`src/rtl/mul_mdc_engine_ctrl.sv`:
```
// mul_mdc engine control: kernel launch, 2-entry skid FIFO on the d stream,
// beat counting against the job limit and done/ready reporting.
package mul_mdc_package;

    localparam int unsigned MUL_MDC_CNT_LEN = 1024;
    localparam int unsigned MUL_MDC_CW      = $clog2(MUL_MDC_CNT_LEN) + 1;

    typedef struct packed {
        logic                  clear;
        logic                  enable;
        logic                  start;
        logic [MUL_MDC_CW-1:0] cnt_limit_d;
    } ctrl_engine_t;

    typedef struct packed {
        logic [MUL_MDC_CW-1:0] cnt_d;
        logic                  done;
        logic                  ready;
    } flags_engine_t;

    typedef struct packed {
        logic idle;
    } flags_kernel_adapter_t;

endpackage

module mul_mdc_engine_ctrl
    import mul_mdc_package::*;
#(
    parameter int unsigned CNT_LEN    = MUL_MDC_CNT_LEN,
    parameter int unsigned DATA_WIDTH = 32
) (
    input  logic                  clk_i,
    input  logic                  rst_ni,
    input  ctrl_engine_t          ctrl_i,
    output flags_engine_t         flags_o,
    output logic                  kernel_start_o,
    input  flags_kernel_adapter_t kernel_flags_i,
    input  logic [DATA_WIDTH-1:0] kern_d_data_i,
    input  logic                  kern_d_valid_i,
    output logic                  kern_d_ready_o,
    output logic [DATA_WIDTH-1:0] d_data_o,
    output logic                  d_valid_o,
    input  logic                  d_ready_i
);

    localparam int unsigned CW = $clog2(CNT_LEN) + 1;

    typedef enum logic [1:0] {
        IDLE,
        RUN,
        DONE
    } state_e;

    state_e                       state_q, state_d;
    logic [1:0][DATA_WIDTH-1:0]   mem_q, mem_d;
    logic                         rd_ptr_q, rd_ptr_d;
    logic                         wr_ptr_q, wr_ptr_d;
    logic [1:0]                   fill_q, fill_d;
    logic [CW-1:0]                in_cnt_q, in_cnt_d;
    logic [CW-1:0]                cnt_q, cnt_d;
    logic [CW-1:0]                limit_q, limit_d;
    logic                         kstart_q, kstart_d;

    logic run_en;
    logic push;
    logic pop;

    // Handshakes only happen in RUN with enable high; beats past the limit stall.
    assign run_en         = (state_q == RUN) && ctrl_i.enable;
    assign kern_d_ready_o = run_en && (fill_q != 2'd2) && (in_cnt_q < limit_q);
    assign d_valid_o      = run_en && (fill_q != 2'd0);
    assign d_data_o       = mem_q[rd_ptr_q];
    assign push           = kern_d_valid_i && kern_d_ready_o;
    assign pop            = d_valid_o && d_ready_i;
    assign kernel_start_o = kstart_q;

    // Flags back to the controller FSM.
    always_comb begin
        flags_o       = '0;
        flags_o.cnt_d = MUL_MDC_CW'(cnt_q);
        flags_o.done  = (state_q == DONE);
        flags_o.ready = (state_q == IDLE) && kernel_flags_i.idle;
    end

    // Next-state logic: FSM, FIFO pointers/occupancy and beat counters.
    always_comb begin
        state_d  = state_q;
        mem_d    = mem_q;
        rd_ptr_d = rd_ptr_q;
        wr_ptr_d = wr_ptr_q;
        fill_d   = fill_q;
        in_cnt_d = in_cnt_q;
        cnt_d    = cnt_q;
        limit_d  = limit_q;
        kstart_d = 1'b0;
        if (ctrl_i.clear) begin
            state_d  = IDLE;
            rd_ptr_d = 1'b0;
            wr_ptr_d = 1'b0;
            fill_d   = 2'd0;
            in_cnt_d = '0;
            cnt_d    = '0;
        end else begin
            unique case (state_q)
                IDLE: begin
                    if (ctrl_i.start && ctrl_i.enable) begin
                        limit_d  = CW'(ctrl_i.cnt_limit_d);
                        in_cnt_d = '0;
                        cnt_d    = '0;
                        if (ctrl_i.cnt_limit_d == '0) begin
                            state_d = DONE;
                        end else begin
                            state_d  = RUN;
                            kstart_d = 1'b1;
                        end
                    end
                end
                RUN: begin
                    if (push) begin
                        mem_d[wr_ptr_q] = kern_d_data_i;
                        wr_ptr_d        = ~wr_ptr_q;
                        in_cnt_d        = in_cnt_q + CW'(1);
                    end
                    if (pop) begin
                        rd_ptr_d = ~rd_ptr_q;
                        cnt_d    = cnt_q + CW'(1);
                        if ((cnt_q + CW'(1)) == limit_q) begin
                            state_d = DONE;
                        end
                    end
                    fill_d = fill_q + {1'b0, push} - {1'b0, pop};
                end
                DONE: begin
                    state_d = IDLE;
                end
                default: begin
                    state_d = IDLE;
                end
            endcase
        end
    end

    // State registers with asynchronous active-low reset.
    always_ff @(posedge clk_i or negedge rst_ni) begin
        if (!rst_ni) begin
            state_q  <= IDLE;
            mem_q    <= '0;
            rd_ptr_q <= 1'b0;
            wr_ptr_q <= 1'b0;
            fill_q   <= 2'd0;
            in_cnt_q <= '0;
            cnt_q    <= '0;
            limit_q  <= '0;
            kstart_q <= 1'b0;
        end else begin
            state_q  <= state_d;
            mem_q    <= mem_d;
            rd_ptr_q <= rd_ptr_d;
            wr_ptr_q <= wr_ptr_d;
            fill_q   <= fill_d;
            in_cnt_q <= in_cnt_d;
            cnt_q    <= cnt_d;
            limit_q  <= limit_d;
            kstart_q <= kstart_d;
        end
    end

endmodule

```
`config.mk`:
```
export PLATFORM = sky130hd
export DESIGN_NAME = mul_mdc_engine_ctrl
export DESIGN_NICKNAME = d
export VERILOG_FILES = /design/src/rtl/mul_mdc_engine_ctrl.sv
export SDC_FILE = /design/constraint.sdc
export NUM_CORES = 1
export LEC_CHECK = 0
export ABC_AREA = 1
export ABC_CLOCK_PERIOD_IN_PS = 8050
export CORE_ASPECT_RATIO = 1.1
export CORE_MARGIN = 2
export CORE_UTILIZATION = 45
export DETAILED_ROUTE_END_ITERATION = 8
export GPL_TIMING_DRIVEN = 1
export MAX_ROUTING_LAYER = met4
export PLACE_DENSITY = 0.7
export SYNTH_ARGS = -nofsm -noshare
export SYNTH_HDL_FRONTEND = slang
export SYNTH_SLANG_ARGS = --single-unit
```
`constraint.sdc`:
```
create_clock -name clk_i -period 8.05 [get_ports clk_i]
set_input_delay 1.2075 -clock clk_i [delete_from_list [all_inputs] [get_ports clk_i]]
set_output_delay 1.2075 -clock clk_i [all_outputs]
set_load 0.03 [all_outputs]
```
======== After elaboration in Yosys (flattened, before gate mapping) ========
Cells that the tools add are included.
word-level totals
  register bits ........................... 104
  RAM bits ................................ 0
  output and inout bits ................... 48
  logic and storage cells ................. 82
  input port bits ......................... 51
  bits in latches ......................... 0
  memories kept ........................... 0
  memory bits (read-only) ................. 0
cells by class
  order comparisons ....................... 4
  add/subtract/negate cells ............... 4
  muxes and demuxes ....................... 30
  multiply operators ...................... 0
  reduce and logical (&&, ||, !) cells .... 23
  bitwise gates (word level) .............. 3
  div/mod/pow operators ................... 0
  equality and inequality tests ........... 8
  shifts and indexed selects .............. 0
operators with widths
  cell                                                                   count
  32-bit two-way mux                                                     3
  64-bit bitwise mux                                                     1
  11-bit two-way mux                                                     5
  11-bit case mux with 2 select lines                                    2
  32-bit demux with 1-bit select                                         1
  11-bit by 1-bit adder with 11-bit output (second input constant)       2
  3-bit AND reduction                                                    5
  2-bit two-way mux                                                      7
  11-bit == test                                                         1
  11-bit zero test                                                       1
  11-bit < comparator                                                    1
  1-bit two-way mux                                                      10
  1-bit logical AND                                                      9
  2-bit nonzero test                                                     4
  3-bit by 2-bit != test with 1-bit output (second input constant)       2
  3-bit != test (second input constant)                                  2
  1-bit by 2-bit < comparator with 1-bit output (second input constant)  2
  2-bit case mux with 2 select lines                                     1
  2-bit AND reduction                                                    2
  1-bit inverter                                                         3
  3-bit nonzero test                                                     1
  2-bit by 1-bit adder with 2-bit output                                 1
  2-bit by 1-bit == test with 1-bit output (second input constant)       1
  2-bit == test (second input constant)                                  1
  other kinds (4)                                                        4

======== Depth between registers and ports, before layout ========
Gate-level depths: netlist of the first run.
  depth in word-level cells ............... 9
  gate-level depth with buffers ........... 18
  depth with buffers taken out ............ 16

======== Worst setup path after synthesis of the first run ========
Ideal clock, no wire load.
  kind .................................... input-to-reg
  from .................................... in ctrl_i[12] in the netlist's numbering
  to ...................................... reg fill_q[1]
  stages .................................. 13
  slack ................................... 5.105 ns
  setup time .............................. 0.126 ns
  data arrival time ....................... 2.818 ns
  path buffers ............................ 2
  required time ........................... 7.924 ns
  path through ............................ nand3_1 -> nor2_1 -> and3b_1 -> buf_6 -> nand2_1 -> buf_2 -> ha_1 -> inv_1 -> ha_1 -> a21oi_1 -> o21ai_0 -> o21ai_0 -> a21oi_1
on the way
  word-level cells in the longest chain between the ends .. 8
  elaborated cells on any way between the ends .. 10
  classes of those cells .................. 2 x add/sub; 2 x mux; 6 x reduce/logical
ends and longest elaborated chain
  item                                         RTL line  text
  from (decl)                                  35        input ctrl_engine_t ctrl_i,
  1-bit logical AND                            70        assign run_en = (state_q == RUN) && ctrl_i.enable;
  1-bit logical AND (2 in a row)               71        assign kern_d_ready_o = run_en && (fill_q != 2'd2) && (in_cnt_q < limit_q);
  net kern_d_ready_o                           41        output logic kern_d_ready_o,
  1-bit logical AND                            74        assign push = kern_d_valid_i && kern_d_ready_o;
  2-bit by 1-bit adder with 2-bit output       132       fill_d = fill_q + {1'b0, push} - {1'b0, pop};
  2-bit by 1-bit subtractor with 2-bit output  132
  2-bit two-way mux                            105       unique case (state_q)
  2-bit two-way mux                            97        if (ctrl_i.clear) begin
  to (signal assigned)                         161       fill_q <= fill_d;
  to (decl)                                    59        logic [1:0] fill_q, fill_d;
The timed path passes the listed nets, and every way through them passes these cells. The select of a mux whose other input is x is not followed.
A chain may end at the register's enable or synchronous reset.

======== Worst setup path after layout of the first run ========
  from .................................... in ctrl_i[12] in the netlist's numbering
  to ...................................... out kern_d_ready_o
on the way
  word-level cells in the longest chain between the ends .. 3
ends and longest elaborated chain
  item                            RTL line
  1-bit logical AND               70
  1-bit logical AND (2 in a row)  71
  to (decl)                       41
No other way between the ends.

==> results.cfg, run 1 <==
[outcome]
status = finished clean

[detailed_routing]
wirelength_microns = 13700
ant_nets = 0
vias = 4937
avgViaCountPerCell = 5.14
remaining_drc_errors = 0
first_pass_iters = 5
post_drt_wl_per_cell_microns = 14.2
drtIter0Drc = 334

[setup_path]
critPathCaptureType = output pin
crit_arrival_ps = 3100
crit_path_max_fanout = 8
startpoint = ctrl_i[12]
r2r_start = limit_q[8]$_DFFE_PN0P_
required_ps = 6840
start_kind = primary input
crit_type = in2out

[yosys]
syn_nets = 783
avgSynthCellArea_sq_um = 7.74
synth-seq-cells = 104
synth_top_area_cell = dfrtp_1
ys_warn_count = 0
synth_top_area_share_pct = 46.8
yosys.area_share.simple_pct = 27.8
netlist_top_cells_area = dfrtp_1 (47%), nand2_1 (17%), inv_1 (6.0%)
yosys.area_share.xor_xnor_pct = 0.630
synthMuxAreaShare_pct = 0
synth_seq_area_share_pct = 46.8
syn_inst = 718
synth-compound-area-share_pct = 12.0
yosys.area_share.adder_pct = 3.15
synth_cell_types = 33
synth_top_family_by_area = simple AND/OR/NAND/NOR gates
netlist_area_sq_mm = 0.00556

[final_layout]
fin_cells = 961
drive_above_1_share_pct = 8.55
final_nets = 867
area_growth_pct = 23.5
n_antenna_cell = 0

[floorplan]
coreArea_sq_mm = 0.0120
rows = 42
start_util_pct = 46.2
dieArea_sq_mm = 0.0133
ioPinCount = 99
die_h_microns = 121
dieWidth_microns = 110

[job]
cap_violations = 0

[timing]
slew_viol_final = 0
min_period_over_period_pct = 53.6
period_needed_ps = 4310
maxSlewHeadroom_pct = 28.4
rsz0062_at_grt = no
tns_ps = 0
fin_skew_ps = 8.89
setup_viol = 0
finalHoldViolCount = 0
tightestPinTransition_ps = 1070
timing.fmax_ghz = 0.232

[global_route]
grt_use_met1_pct = 27.4
grt_use_met2_pct = 37.2
antenna_found_initial = 0
first_global_vias = 4786
gr-usage-all-layers_pct = 22.5
grt_pass1_wl_microns = 22500
grt-ovfl-total = 0
busiest_layer = met2
grt_max_degree = 75
grtUsageMet3_pct = 5.55

[power]
total_power_mw = 1.57
power_density_mw_per_mm2 = 229
p_leak_nw = 3.46
irDropWorstVdd_v = 0.000171

[placed_design]
place_congestion = 0.899
port-buffer-count = 98
placed_cells = 945
dp.final_hpwl_microns = 9520

[clock_tree]
numCtsBuffers = 9
ctsHtreeMaxLevel = 3
cts_post_setup_buffers_inserted = 0
postCtsHoldBufs = 0
cts.sinks = 104
clkSlewWorstSetupHoldPaths_ps = 70
clk_latency_ps = 350
cts_tree = yes
root_buffer = clkbuf_16
cts_resized = 0
cts_buffer_depth = 2

[min_path]
hp-start = mem_q[23]$_DFFE_PN0P_
hold_class = reg2reg
==> sequential cells by signal (all words and copies together) (netlist names) <==
register        cells
cnt_q              11
fill_q              2
wr_ptr_q            1
kernel_start_o      1
mem_q              64
in_cnt_q           11
rd_ptr_q            1
state_q             2
limit_q            11
==> worst max-delay path: stages <==
cell             delay [ps]
clkdlybuf4s50_1         510
nand3_1                  80
nor2_1                  100
and3b_1                 430
clkdlybuf4s50_1         770
==> placed cells by master (no fill, tap or decap), types with 9 or more instances in the layout <==
cell type,instances
nand2_1,256
dfrtp_1,104
clkdlybuf4s50_1,97
inv_1,89
nand3_1,39
nor2_1,32
o21ai_0,30
o21ai_1,28
o21ai_2,23
nand2_2,18
a21oi_1,14
ha_1,14
o22ai_1,9
clkbuf_16,9
==> metrics by stage <==
stage | cell area, sq um | hold WS [ps] | utilization (%) | worst slack [ps]
after floorplan | 5560 | 453 | - | 5110
after global placement | 6570 | 464 | 54.6 | 3760
after detailed placement | 6570 | 470 | 54.6 | 3740
after CTS | 6870 | 487 | 57.0 | 3730
after global routing | 6870 | 509 | 57.0 | 3630
final | 6870 | 483 | 57.0 | 3740
==> per-layer routing <==
metal	part of all wire (%)	vias up	routed length, microns
met1	42	2332	5780
met3	5.6	17	765
met4	1.6	0	223
met2	51	150	6910
met5	0	-	0
li1	-	2438	-
==> Yosys cell counts <==
cell type / number
and3b_1: 1
buf_6: 10
a31oi_1: 3
o22ai_1: 9
ha_1: 14
nand2_1: 256
a21oi_2: 1
clkbuf_1: 11
nand3_4: 1
o31ai_1: 1
nand4_1: 6
nor2_2: 1
nor3b_1: 1
nand3_1: 39
a2111oi_0: 1
a21oi_1: 14
o21ai_2: 23
o21ai_1: 28
nor4_1: 3
nand4_4: 1
inv_1: 89
or2_2: 1
inv_2: 2
dfrtp_1: 104
clkinv_1: 1
o21bai_1: 1
buf_2: 7
nor2_4: 1
nor2_1: 32
o21ai_0: 30
xor2_1: 4
nor3_1: 4
nand2_2: 18
==> cell type report <==
class	instances	area [sq um]
multi-input combinational	494	2420
sequential	104	2600
fill	1118	5170
inverter	92	345
clock buffer	12	267
tap	154	193
timing repair buffer	101	1000
clock inverter	4	33.8
==> cells by family after synthesis <==
kind of cell             Yosys count
AND/OR/NAND/NOR                  365
buffers and inverters            120
AO/OA/AOI/OAI                    111
flip-flops                       104
adder cells (fa/ha/maj)           14
XOR/XNOR                           4
==> worst paths after layout <==
path | end | cells after the start | slack (ps)
min in group asynchronous | kernel_start_o$_DFF_PN0_ | 1 | 790
max in group asynchronous | mem_q[35]$_DFFE_PN0P_ | 2 | 6010
worst max-delay path | kern_d_ready_o | 5 | 3740
worst max register to register | fill_q[1]$_DFFE_PN0P_ | 16 | 4850
worst min register to register | mem_q[23]$_DFFE_PN0P_ | 2 | 480
worst min-delay path | mem_q[23]$_DFFE_PN0P_ | 2 | 480
==> power breakdown <==
part	total, mW	switching, mW	internal (mW)
clock network	0.437	0.199	0.239
registers	0.645	0.0473	0.597
logic	0.487	0.287	0.201
total	1.57	0.533	1.04
No activity file was read; power rests on OpenSTA's default activity.
==> run 2: changes to the inputs <==
--- a/config.mk
+++ b/config.mk
@@ -6,14 +6,14 @@
 export NUM_CORES = 1
 export LEC_CHECK = 0
 export ABC_AREA = 1
-export ABC_CLOCK_PERIOD_IN_PS = 8050
+export ABC_CLOCK_PERIOD_IN_PS = 3870
 export CORE_ASPECT_RATIO = 1.1
 export CORE_MARGIN = 2
 export CORE_UTILIZATION = 45
 export DETAILED_ROUTE_END_ITERATION = 8
 export GPL_TIMING_DRIVEN = 1
 export MAX_ROUTING_LAYER = met4
-export PLACE_DENSITY = 0.7
+export PLACE_DENSITY = 0.73
 export SYNTH_ARGS = -nofsm -noshare
 export SYNTH_HDL_FRONTEND = slang
 export SYNTH_SLANG_ARGS = --single-unit
==> constraint.sdc (replaced) <==
create_clock -name clk_i -period 3.87 [get_ports clk_i]
set_input_delay 0.5805 -clock clk_i [delete_from_list [all_inputs] [get_ports clk_i]]
set_output_delay 0.5805 -clock clk_i [all_outputs]
set_load 0.03 [all_outputs]
==> results.cfg, run 2 (synthesized netlist as in run 1, its figures left out) <==
[timing]
setup_viol = 0
maxSlewHeadroom_pct = 55.1
slew_viol_final = 0
min_period_over_period_pct = 84.1
finalHoldViolCount = 0
period_needed_ps = 3250
tns_ps = 0
tightestPinTransition_ps = 674
whs_ps = 200
fin_skew_ps = 7.79
timing.fmax_ghz = 0.307
rsz0062_at_grt = no
worst_slack_ps = 616

[placed_design]
dp.final_hpwl_microns = 9760
port-buffer-count = 98
place_congestion = 0.869
place_ws_ps = 802

[clock_tree]
cts.sinks = 104
root_buffer = clkbuf_16
ctsHtreeMaxLevel = 3
cts_post_setup_buffers_inserted = 0
postCtsHoldBufs = 0
cts_resized = 0
clkSlewWorstSetupHoldPaths_ps = 70
clk_latency_ps = 350
cts_tree = yes
cts_buffer_depth = 2
numCtsBuffers = 9

[global_route]
grt_pass1_wl_microns = 22100
gr-usage-all-layers_pct = 21.8
antenna_found_initial = 0
first_global_vias = 4861
grt-ovfl-total = 0
grt_max_degree = 65

[floorplan]
rows = 42
coreArea_sq_mm = 0.0120
die_h_microns = 121
ioPinCount = 99
dieArea_sq_mm = 0.0133
dieWidth_microns = 110
start_util_pct = 46.2

[final_layout]
final_nets = 871
layout_commonest_cell = nand2_1
largest_reg_flops = 64
layout_common_cells = nand2_1 (256), dfrtp_1 (104), clkdlybuf4s50_1 (97)
nFillCells = 1101
area_growth_pct = 23.8
drive_above_1_share_pct = 9.00
largest_register = mem_q
seqCellArea_sq_mm = 0.00260
multi_input_area_sq_mm = 0.00242
n_antenna_cell = 0

[detailed_routing]
remaining_drc_errors = 0
ant_nets = 0
post_drt_wl_per_cell_microns = 14.0
vias = 4913
wirelength_microns = 13500
first_pass_iters = 5
drtIter0Drc = 305
avgViaCountPerCell = 5.09

[setup_path]
start_kind = flip-flop
crit_type = reg2out
critPathCaptureType = output pin
crit_path_max_fanout = 8
required_ps = 3290
crit_arrival_ps = 2670

[power]
p_leak_nw = 3.47
irDropWorstVdd_v = 0.000285
power_density_mw_per_mm2 = 472
total_power_mw = 3.25

[min_path]
hold_class = in2async

[job]
cap_violations = 0

[outcome]
status = finished clean
## run 2: cell count changes in the layout (fill, tap and decap cells not counted), sizes merged
| cell | before | now |
|---|---|---|
| clkbuf | 12 | 9 |
| inv | 93 | 94 |
| buf | 4 | 8 |
| clkinv | 3 | 5 |
## run 2: final timing paths
| kind | from | end | slack (ps) | cells after the start |
|---|---|---|---|---|
| worst max-delay path | in_cnt_q[8]$_DFFE_PN0P_ | kern_d_ready_o | 620 | 8 |
| worst min-delay path | rst_ni | in_cnt_q[9]$_DFFE_PN0P_ | 200 | 1 |
| worst max register to register | in_cnt_q[8]$_DFFE_PN0P_ | fill_q[1]$_DFFE_PN0P_ | 1020 | 15 |
| worst min register to register | mem_q[23]$_DFFE_PN0P_ | mem_q[23]$_DFFE_PN0P_ | 490 | 2 |
| max in group asynchronous | rst_ni | mem_q[43]$_DFFE_PN0P_ | 2820 | 2 |
| min in group clk_i | mem_q[23]$_DFFE_PN0P_ | mem_q[23]$_DFFE_PN0P_ | 490 | 2 |
## run 2: final cells by class
type,instances,share of cell area [%]
clock buffer,9,3.27
clock inverter,7,0.945
inverter,92,5.02
multi-input combinational,494,35.2
sequential,104,37.8
tap,154,2.80
timing repair buffer,105,15.0
## run 2: metrics by stage
step / area (sq um) / std cells / utilization, %
after floorplan: 5560 / 718 / -
after global placement: 6600 / 949 / 54.8
after detailed placement: 6600 / 949 / 54.8
after CTS: 6890 / 965 / 57.2
after global routing: 6890 / 965 / 57.2
final: 6890 / 965 / 57.2
## run 2: power by group
group | switching, mW | total [mW] | internal [mW]
Clock | 0.441 | 0.891 | 0.450
Sequential | 0.101 | 1.34 | 1.24
Combinational | 0.595 | 1.02 | 0.421
Total | 1.14 | 3.25 | 2.11
## run 2: critical path, stage by stage, from the launching register on
cell and delay, ps:
dfrtp_1 430, ha_1 320, nand2_1 60, inv_1 30, o21ai_0 130, nand2_1 60, nor2_1 100, and3b_1 430
clkdlybuf4s50_1 760
## run 2: layer usage
| metal | share of wire (%) | up-vias | global-route usage, % |
|---|---|---|---|
| met4 | 2.1 | 0 | 8.62 |
| li1 | - | 2446 | - |
| met2 | 49 | 137 | 35.2 |
| met3 | 6.0 | 17 | 4.10 |
| met1 | 43 | 2313 | 27.1 |
| met5 | 0 | - | - |
==> run 3: changes to the inputs <==
--- a/config.mk
+++ b/config.mk
@@ -6,7 +6,7 @@
 export NUM_CORES = 1
 export LEC_CHECK = 0
 export ABC_AREA = 1
-export ABC_CLOCK_PERIOD_IN_PS = 3870
+export ABC_CLOCK_PERIOD_IN_PS = 2960
 export CORE_ASPECT_RATIO = 1.1
 export CORE_MARGIN = 2
 export CORE_UTILIZATION = 45
==> constraint.sdc (replaced) <==
create_clock -name clk_i -period 2.96 [get_ports clk_i]
set_input_delay 0.444 -clock clk_i [delete_from_list [all_inputs] [get_ports clk_i]]
set_output_delay 0.444 -clock clk_i [all_outputs]
set_load 0.03 [all_outputs]
==> results.cfg, run 3 (synthesized netlist as in run 1, its figures left out) <==
[clock_tree]
ctsHtreeMaxLevel = 3
cts_tree = yes
clk_latency_ps = 360
postCtsHoldBufs = 0
root_buffer = clkbuf_16
numCtsBuffers = 9
cts_post_setup_buffers_inserted = 0
clkSlewWorstSetupHoldPaths_ps = 70
cts.sinks = 104
cts_buffer_depth = 2

[setup_path]
worstReg2RegEnd = mem_q[41]$_DFFE_PN0P_
ff2ff_setup_slack_ps = 390
required_ps = 3210
crit_type = reg2reg
crit_path_max_fanout = 64
critPathCaptureType = flip-flop
cp_slowest_cell = nand3_4
slowest_delay_ps = 480
cp_cell_sequence = ha_1, nand2_1, inv_1, o21ai_0, nand2_1, nor2_1, and3b_1, buf_4, nand3_4, o21ai_0
timing.critical_path.buf_inv = 2
r2r_start = in_cnt_q[8]$_DFFE_PN0P_
r2r.worst_path.cells = 10
crit_arrival_ps = 2820
start_kind = flip-flop
critical-path-top-delay-family = simple AND/OR/NAND/NOR gates

[floorplan]
start_util_pct = 46.2
dieArea_sq_mm = 0.0133
ioPinCount = 99
rows = 42
dieWidth_microns = 110
die_h_microns = 121
coreArea_sq_mm = 0.0120

[timing]
setup_viol = 0
timing.fmax_ghz = 0.389
min_period_over_period_pct = 86.8
tightestPinTransition_ps = 737
tns_ps = 0
period_needed_ps = 2570
slew_viol_final = 0
maxSlewHeadroom_pct = 50.9
finalHoldViolCount = 0
fin_skew_ps = 7.85
rsz0062_at_grt = no

[global_route]
gr-usage-all-layers_pct = 22.0
first_global_vias = 4617
grt_pass1_wl_microns = 21800
grt_max_degree = 65
antenna_found_initial = 0
grt-ovfl-total = 0

[final_layout]
drive_above_1_share_pct = 9.09
nFillCells = 1117
utilization_pct = 57.7
area_growth_pct = 24.9
largest_register = mem_q
final_nets = 874
fin_cells = 968
largest_reg_flops = 64
n_antenna_cell = 0
layout_common_cells = nand2_1 (256), dfrtp_1 (104), clkdlybuf4s50_1 (96)
layout_commonest_cell = nand2_1

[power]
power_density_mw_per_mm2 = 620
p_leak_nw = 3.52
irDropWorstVdd_v = 0.000487

[min_path]
hold_class = in2async

[detailed_routing]
wirelength_microns = 13400
remaining_drc_errors = 0
post_drt_wl_per_cell_microns = 13.8
first_pass_iters = 6
ant_nets = 0
avgViaCountPerCell = 5.04
drtIter0Drc = 240
vias = 4876

[placed_design]
placed_cells = 952
port-buffer-count = 98
dp.final_hpwl_microns = 9500
place_congestion = 0.883

[outcome]
status = finished clean

[job]
cap_violations = 0
-- run 3: through the flow --
step                worst slack [ps]  hold WS (ps)  power (mW)  instance area [sq um]
floorplan                        347           148        2.58                   5560
global placement                 467           464        3.08                   6640
detailed placement               335           471        3.12                   6640
CTS                             98.3           174        4.35                   6940
global route                    97.2           216        4.54                   6950
finish                           390           150        4.31                   6950
-- run 3: area by class of cell --
| class | instances | area, sq um | share of cell area [%] |
|---|---|---|---|
| clock inverters | 3 | 40.0 | 0.576 |
| multi-input cells | 494 | 2420 | 34.9 |
| well taps | 154 | 193 | 2.77 |
| flip-flops and latches | 104 | 2600 | 37.5 |
| clock buffers | 13 | 260 | 3.75 |
| inverters | 92 | 345 | 4.97 |
| repair buffers | 108 | 1080 | 15.6 |
-- run 3: worst max path at each step --
stage / start / to / slack, ps / cells after the start
global placement: ctrl_i[12] / mem_q[41]$_DFFE_PN0P_ / 470 / 7
floorplan: in_cnt_q[8]$_DFFE_PN0P_ / fill_q[1]$_DFFE_PN0P_ / 350 / 17
global route: limit_q[8]$_DFFE_PN0P_ / mem_q[57]$_DFFE_PN0P_ / 100 / 11
CTS: in_cnt_q[8]$_DFFE_PN0P_ / kern_d_ready_o / 100 / 8
finish: in_cnt_q[8]$_DFFE_PN0P_ / mem_q[41]$_DFFE_PN0P_ / 390 / 10
detailed placement: ctrl_i[12] / mem_q[41]$_DFFE_PN0P_ / 340 / 7
-- run 3: timing repair --
action | 4_1_cts | 5_1_grt
endpoints found under the setup margin | 0 | 1
hold endpoints to repair | 0 | 0
resized for setup | 0 | 1
-- run 3: power breakdown --
group	switching [mW]	leakage (nW)	internal, mW
sequential	0.129	1.39	1.63
clock	0.521	0.150	0.700
combinational	0.776	1.98	0.556
total	1.43	3.52	2.88
-- run 3: layer usage --
layer  share of wire (%)  global-route usage (%)
met1                  44                    27.5
met3                 4.7                    3.13
met2                  50                    35.4
met4                 1.9                    9.41
met5                   0                       -
